--- config.mk ---
export PLATFORM = sky130hd
export DESIGN_NAME = cgra_input_mem_node
export DESIGN_NICKNAME = d
export VERILOG_FILES = /design/src/rtl/cgra_input_mem_node.sv
export SDC_FILE = /design/constraint.sdc
export NUM_CORES = 1
export LEC_CHECK = 0
export CAP_MARGIN = 10
export CORE_MARGIN = 3
export CORE_UTILIZATION = 45
export CTS_CLUSTER_DIAMETER = 120
export CTS_CLUSTER_SIZE = 8
export DETAILED_ROUTE_END_ITERATION = 8
export GPL_TIMING_DRIVEN = 0
export HOLD_SLACK_MARGIN = 0.02
export PLACE_DENSITY = 0.65
export RECOVER_POWER = 25
export SYNTH_ARGS = -nofsm -noshare
export SYNTH_HDL_FRONTEND = slang
export SYNTH_SLANG_ARGS = --single-unit
--- constraint.sdc ---
create_clock -name clk -period 11.6 [get_ports clk]
set_input_delay 1.16 -clock clk [delete_from_list [all_inputs] [get_ports clk]]
set_output_delay 1.16 -clock clk [all_outputs]
set_load 0.005 [all_outputs]
--- src/rtl/cgra_input_mem_node.sv ---
// Stream-read node: issues strided word reads under credit control, buffers the in-order
// responses in a small FIFO and streams them out on a valid/ready port.
module cgra_input_mem_node #(
  parameter int unsigned DATA_WIDTH = 32,
  parameter int unsigned ADDR_WIDTH = 32,
  parameter int unsigned SIZE_WIDTH = 16,
  parameter int unsigned FIFO_DEPTH = 4
) (
  input  logic                  clk,
  input  logic                  rst,
  input  logic                  start,
  input  logic [ADDR_WIDTH-1:0] base_addr,
  input  logic [ADDR_WIDTH-1:0] stride,
  input  logic [SIZE_WIDTH-1:0] size,
  output logic                  mem_req,
  output logic [ADDR_WIDTH-1:0] mem_addr,
  input  logic                  mem_gnt,
  input  logic                  mem_rvalid,
  input  logic [DATA_WIDTH-1:0] mem_rdata,
  output logic [DATA_WIDTH-1:0] dout,
  output logic                  dout_v,
  input  logic                  dout_r,
  output logic                  busy,
  output logic                  done
);

  localparam int unsigned PtrW = (FIFO_DEPTH > 1) ? $clog2(FIFO_DEPTH) : 1;
  localparam int unsigned CntW = PtrW + 1;

  typedef enum logic [1:0] {StIdle, StIssue, StDrain, StDone} state_e;

  state_e                state_q, state_d;
  logic [ADDR_WIDTH-1:0] addr_q, addr_d;
  logic [ADDR_WIDTH-1:0] stride_q, stride_d;
  logic [SIZE_WIDTH-1:0] size_q, size_d;
  logic [SIZE_WIDTH-1:0] issued_q, issued_d;
  logic [SIZE_WIDTH-1:0] delivered_q, delivered_d;
  logic [CntW-1:0]       outst_q, outst_d;
  logic [CntW-1:0]       count_q, count_d;
  logic [PtrW-1:0]       wptr_q, wptr_d;
  logic [PtrW-1:0]       rptr_q, rptr_d;
  logic [DATA_WIDTH-1:0] mem_q [FIFO_DEPTH];
  logic [DATA_WIDTH-1:0] mem_d [FIFO_DEPTH];

  logic            gnt_fire, push, pop, credit_ok;
  logic [CntW:0]   credit_used;

  // Credits come from registered occupancy only, so dout_r never reaches mem_req.
  always_comb begin
    credit_used = {1'b0, outst_q} + {1'b0, count_q};
    credit_ok   = credit_used < (CntW + 1)'(FIFO_DEPTH);
    mem_req     = (state_q == StIssue) && (issued_q < size_q) && credit_ok;
    gnt_fire    = mem_req && mem_gnt;
    push        = mem_rvalid && (outst_q != '0);
    dout_v      = (count_q != '0);
    pop         = dout_v && dout_r;
    dout        = dout_v ? mem_q[rptr_q] : '0;
    mem_addr    = addr_q;
    busy        = (state_q != StIdle);
    done        = (state_q == StDone);
  end

  always_comb begin
    state_d     = state_q;
    addr_d      = addr_q;
    stride_d    = stride_q;
    size_d      = size_q;
    issued_d    = issued_q;
    delivered_d = delivered_q;
    outst_d     = outst_q;
    count_d     = count_q;
    wptr_d      = wptr_q;
    rptr_d      = rptr_q;
    mem_d       = mem_q;

    if (gnt_fire) begin
      issued_d = issued_q + SIZE_WIDTH'(1);
      addr_d   = addr_q + stride_q;
    end

    unique case ({gnt_fire, push})
      2'b10:   outst_d = outst_q + CntW'(1);
      2'b01:   outst_d = outst_q - CntW'(1);
      default: outst_d = outst_q;
    endcase

    if (push) begin
      mem_d[wptr_q] = mem_rdata;
      wptr_d        = wptr_q + PtrW'(1);
    end
    if (pop) begin
      rptr_d      = rptr_q + PtrW'(1);
      delivered_d = delivered_q + SIZE_WIDTH'(1);
    end

    unique case ({push, pop})
      2'b10:   count_d = count_q + CntW'(1);
      2'b01:   count_d = count_q - CntW'(1);
      default: count_d = count_q;
    endcase

    unique case (state_q)
      StIdle: begin
        if (start) begin
          addr_d      = base_addr;
          stride_d    = stride;
          size_d      = size;
          issued_d    = '0;
          delivered_d = '0;
          outst_d     = '0;
          state_d     = (size == '0) ? StDone : StIssue;
        end
      end
      StIssue: begin
        if (gnt_fire && (issued_d == size_q)) state_d = StDrain;
      end
      StDrain: begin
        // Leave on the last pop itself so done follows it by exactly one cycle.
        if (delivered_d == size_q) state_d = StDone;
      end
      StDone: state_d = StIdle;
      default: state_d = StIdle;
    endcase
  end

  always_ff @(posedge clk) begin
    if (rst) begin
      state_q     <= StIdle;
      addr_q      <= '0;
      stride_q    <= '0;
      size_q      <= '0;
      issued_q    <= '0;
      delivered_q <= '0;
      outst_q     <= '0;
      count_q     <= '0;
      wptr_q      <= '0;
      rptr_q      <= '0;
      for (int i = 0; i < int'(FIFO_DEPTH); i++) mem_q[i] <= '0;
    end else begin
      state_q     <= state_d;
      addr_q      <= addr_d;
      stride_q    <= stride_d;
      size_q      <= size_d;
      issued_q    <= issued_d;
      delivered_q <= delivered_d;
      outst_q     <= outst_d;
      count_q     <= count_d;
      wptr_q      <= wptr_d;
      rptr_q      <= rptr_d;
      mem_q       <= mem_d;
    end
  end

endmodule

==> metrics.txt <==
outcome complete, no violations; initial antenna violation count 1; hold buffers post-CTS 0; hpwl dp 31740 µm; global-route wire length before repair 67970 µm; # placed instances 2255; layout cells sized above 1 4.655%; detailed-router iteration count before antenna repair 5; Placed Area 15760 µm²; final worst path period need 4.826 ns; final wirelength 43290 µm; GRT Residual Overflow 0; # port buffers 184; CTS clock-pin slew for the worst setup and hold paths 0.05 ns; Post-CTS Setup Bufs 0; Post-CTS Resized 0; CP arrival 5.28 ns; pin count of the biggest net entering global routing 12; FFs w/ async S/R, synth 0%; syn avg cell area 7.964 µm²; DR iter-0 viols 1065; CP Buf/Inv Count 5; nets@finish 2092; ANT nets after route 0; vias in the first global route 12600; Worst Tran Pin Value 0.9443 ns; DR vias 12970; synth cell count leaders nand2_1 (441), dfxtp_1 (252), a21oi_1 (233); Core Rows 62; Total GRT Usage 26.94%; Crit path required time 12.06 ns; Vias/cell 5.648; routability congestion estimate 0.9521; Final setup viols 0; # H-tree levels 2; die footprint 31950 µm²; Setup Skew 0.02152 ns; io pins 186; CTS tree done; maximum buffer depth of the clock tree 3; area share of the largest cell type after synthesis 37.57%; worst vdd ir 0.1303 mV; starting density of the core 46.16%; number of flops mapped to enable cells by yosys 0; post-synth cell types 69; Final Cell Area 16780 µm²; main flop type after synthesis dfxtp_1; most common cell in the netlist nand2_1; Power Density 176.2 nW/µm²; RSZ-0062 raised after global routing no; clock latency on the worst-skew pair 0.53 ns; register area share after synthesis 37.57%; TNS Setup 0 ns; critical path's slowest cell dfxtp_1; Cell Count, Final, Fillers Out 2297; Synth warnings 0; Cells after Synth 1686; post-layout power 0.002957 W; min-delay worst type reg2reg; final hold viol count 0; synth top area cells dfxtp_1 (38%), nand2_1 (12%), a21oi_1 (8.7%); Die W 178.7 µm; drt wl/cell 18.84 µm; MaxCap Viol Count 0; Top delay family on crit path buffers and inverters; period utilisation layout 41.60%; CP max FO 10; Reg area 5045 µm²; area leader, netlist dfxtp_1; Net Count, Synth 1868; Yosys reg bits 252; Worst setup SP type register; worst rel slew slack 37.05%; final core occ 57.69%; Final Max Slew Viols 0; Die Span Y 178.7 µm; final routed DRC violation total 0; clock sink count 252; leakage 5.999 nW; multi-input logic area 7818 µm²; Synth Cell Area 13430 µm²; CP endpoint kind register; CP Class reg2reg; FMAX 207.2 MHz; root buf cell clkbuf_16; core area 29090 µm²; CP Cell Sequence inv_1 > ha_1 > a211oi_1 > nand3_1 > or4b_4 > a211oi_4 > inv_2 > buf_6 > clkbuf_1 > clkbuf_1 > ha_1 > fa_1 > xnor2_1 > or3_1 > a21oi_1; crit-path max cell delay 0.52 ns; P&R area growth vs syn 24.98%; layout filler cell count 2742; total CTS buffers 37
-- state kept, by name (all words and copies together) (netlist names) --
register	flops
mem_addr	32
wptr_q	2
issued_q	16
mem_q	128
state_q	2
count_q	3
rptr_q	2
stride_q	32
outst_q	3
size_q	16
delivered_q	16
-- final cells by class --
cell class / instances / area share [%]
Antenna cell: 1 / 0.01491
Buffer: 104 / 2.430
Clock buffer: 37 / 5.517
Clock inverter: 4 / 0.5741
Inverter: 42 / 0.9394
Multi-Input combinational cell: 1288 / 46.58
Sequential cell: 252 / 30.06
Tap cell: 384 / 2.863
Timing Repair Buffer: 185 / 11.02
-- worst reg2reg max path: stages, from the launching register on --
cell,delay [ns]
dfxtp_1,0.52
inv_1,0.22
ha_1,0.38
a211oi_1,0.25
nand3_1,0.12
or4b_4,0.51
a211oi_4,0.45
inv_2,0.08
buf_6,0.16
clkbuf_1,0.29
clkbuf_1,0.44
ha_1,0.36
fa_1,0.38
xnor2_1,0.14
or3_1,0.31
a21oi_1,0.14
-- metal layers --
metal / part of all wire, % / vias up / GRT usage [%]
li1: - / 6277 / -
met1: 46 / 6176 / 37.68
met2: 45 / 422 / 42.43
met3: 5.8 / 98 / 3.939
met4: 3.4 / 0 / 9.643
met5: 0 / - / 0
-- through the flow --
step	hold slack [ns]	setup WS (ns)
CTS	0.4520	6.750
global placement	0.4387	6.673
global route	0.4701	6.557
finish	0.4490	6.774
detailed placement	0.4450	6.669
floorplan	0.4331	7.831
-- report_power, final --
part	internal (W)	switching, W
Combinational	0.000387	0.000549
Sequential	0.000959	0.0000829
Clock	0.000591	0.000388
-- final timing paths --
path	end	start	depth (start not counted)	slack [ns]
worst max register to register	outst_q[2]	size_q[15]	15	6.77
worst min register to register	mem_q[39]	mem_q[39]	2	0.45
worst max-delay path	outst_q[2]	size_q[15]	15	6.77
worst min-delay path	mem_q[39]	mem_q[39]	2	0.45
-- cells by family after synthesis --
kind of cell,Yosys count,synth area share [%]
AOI/OAI and AO/OA,392,17.70
and+or+nand+nor,723,23.31
buffers and inverters,146,4.212
adders and majority gates,64,6.131
DFF,252,37.57
muxes,38,5.824
xor gates and xnor gates,71,5.246
-- placed cells by master, fill, tap and decap left out, drive strengths merged, types with 4 or more instances in the layout --
master and instances:
nand2 441, dfxtp 252, a21oi 233, clkdlybuf4s50 150, clkbuf 126, nor2 109
ha 61, inv 43, nor2b 38, xnor2 38, dlygate4sd3 34, o21ai 34
nor3 33, mux4 32, xor2 27, a211oi 23, nand3 21, a21o 17
a311oi 16, buf 16, or3 14, o211ai 14, nand2b 10, nand4 10
and3 9, a2111oi 9, and2 8, nor4 7, or4 7, xnor3 6
nor3b 6, o2111ai 5, mux2i 5, o21a 4, or2 4, o311ai 4
(Power assumes the default switching activity.)
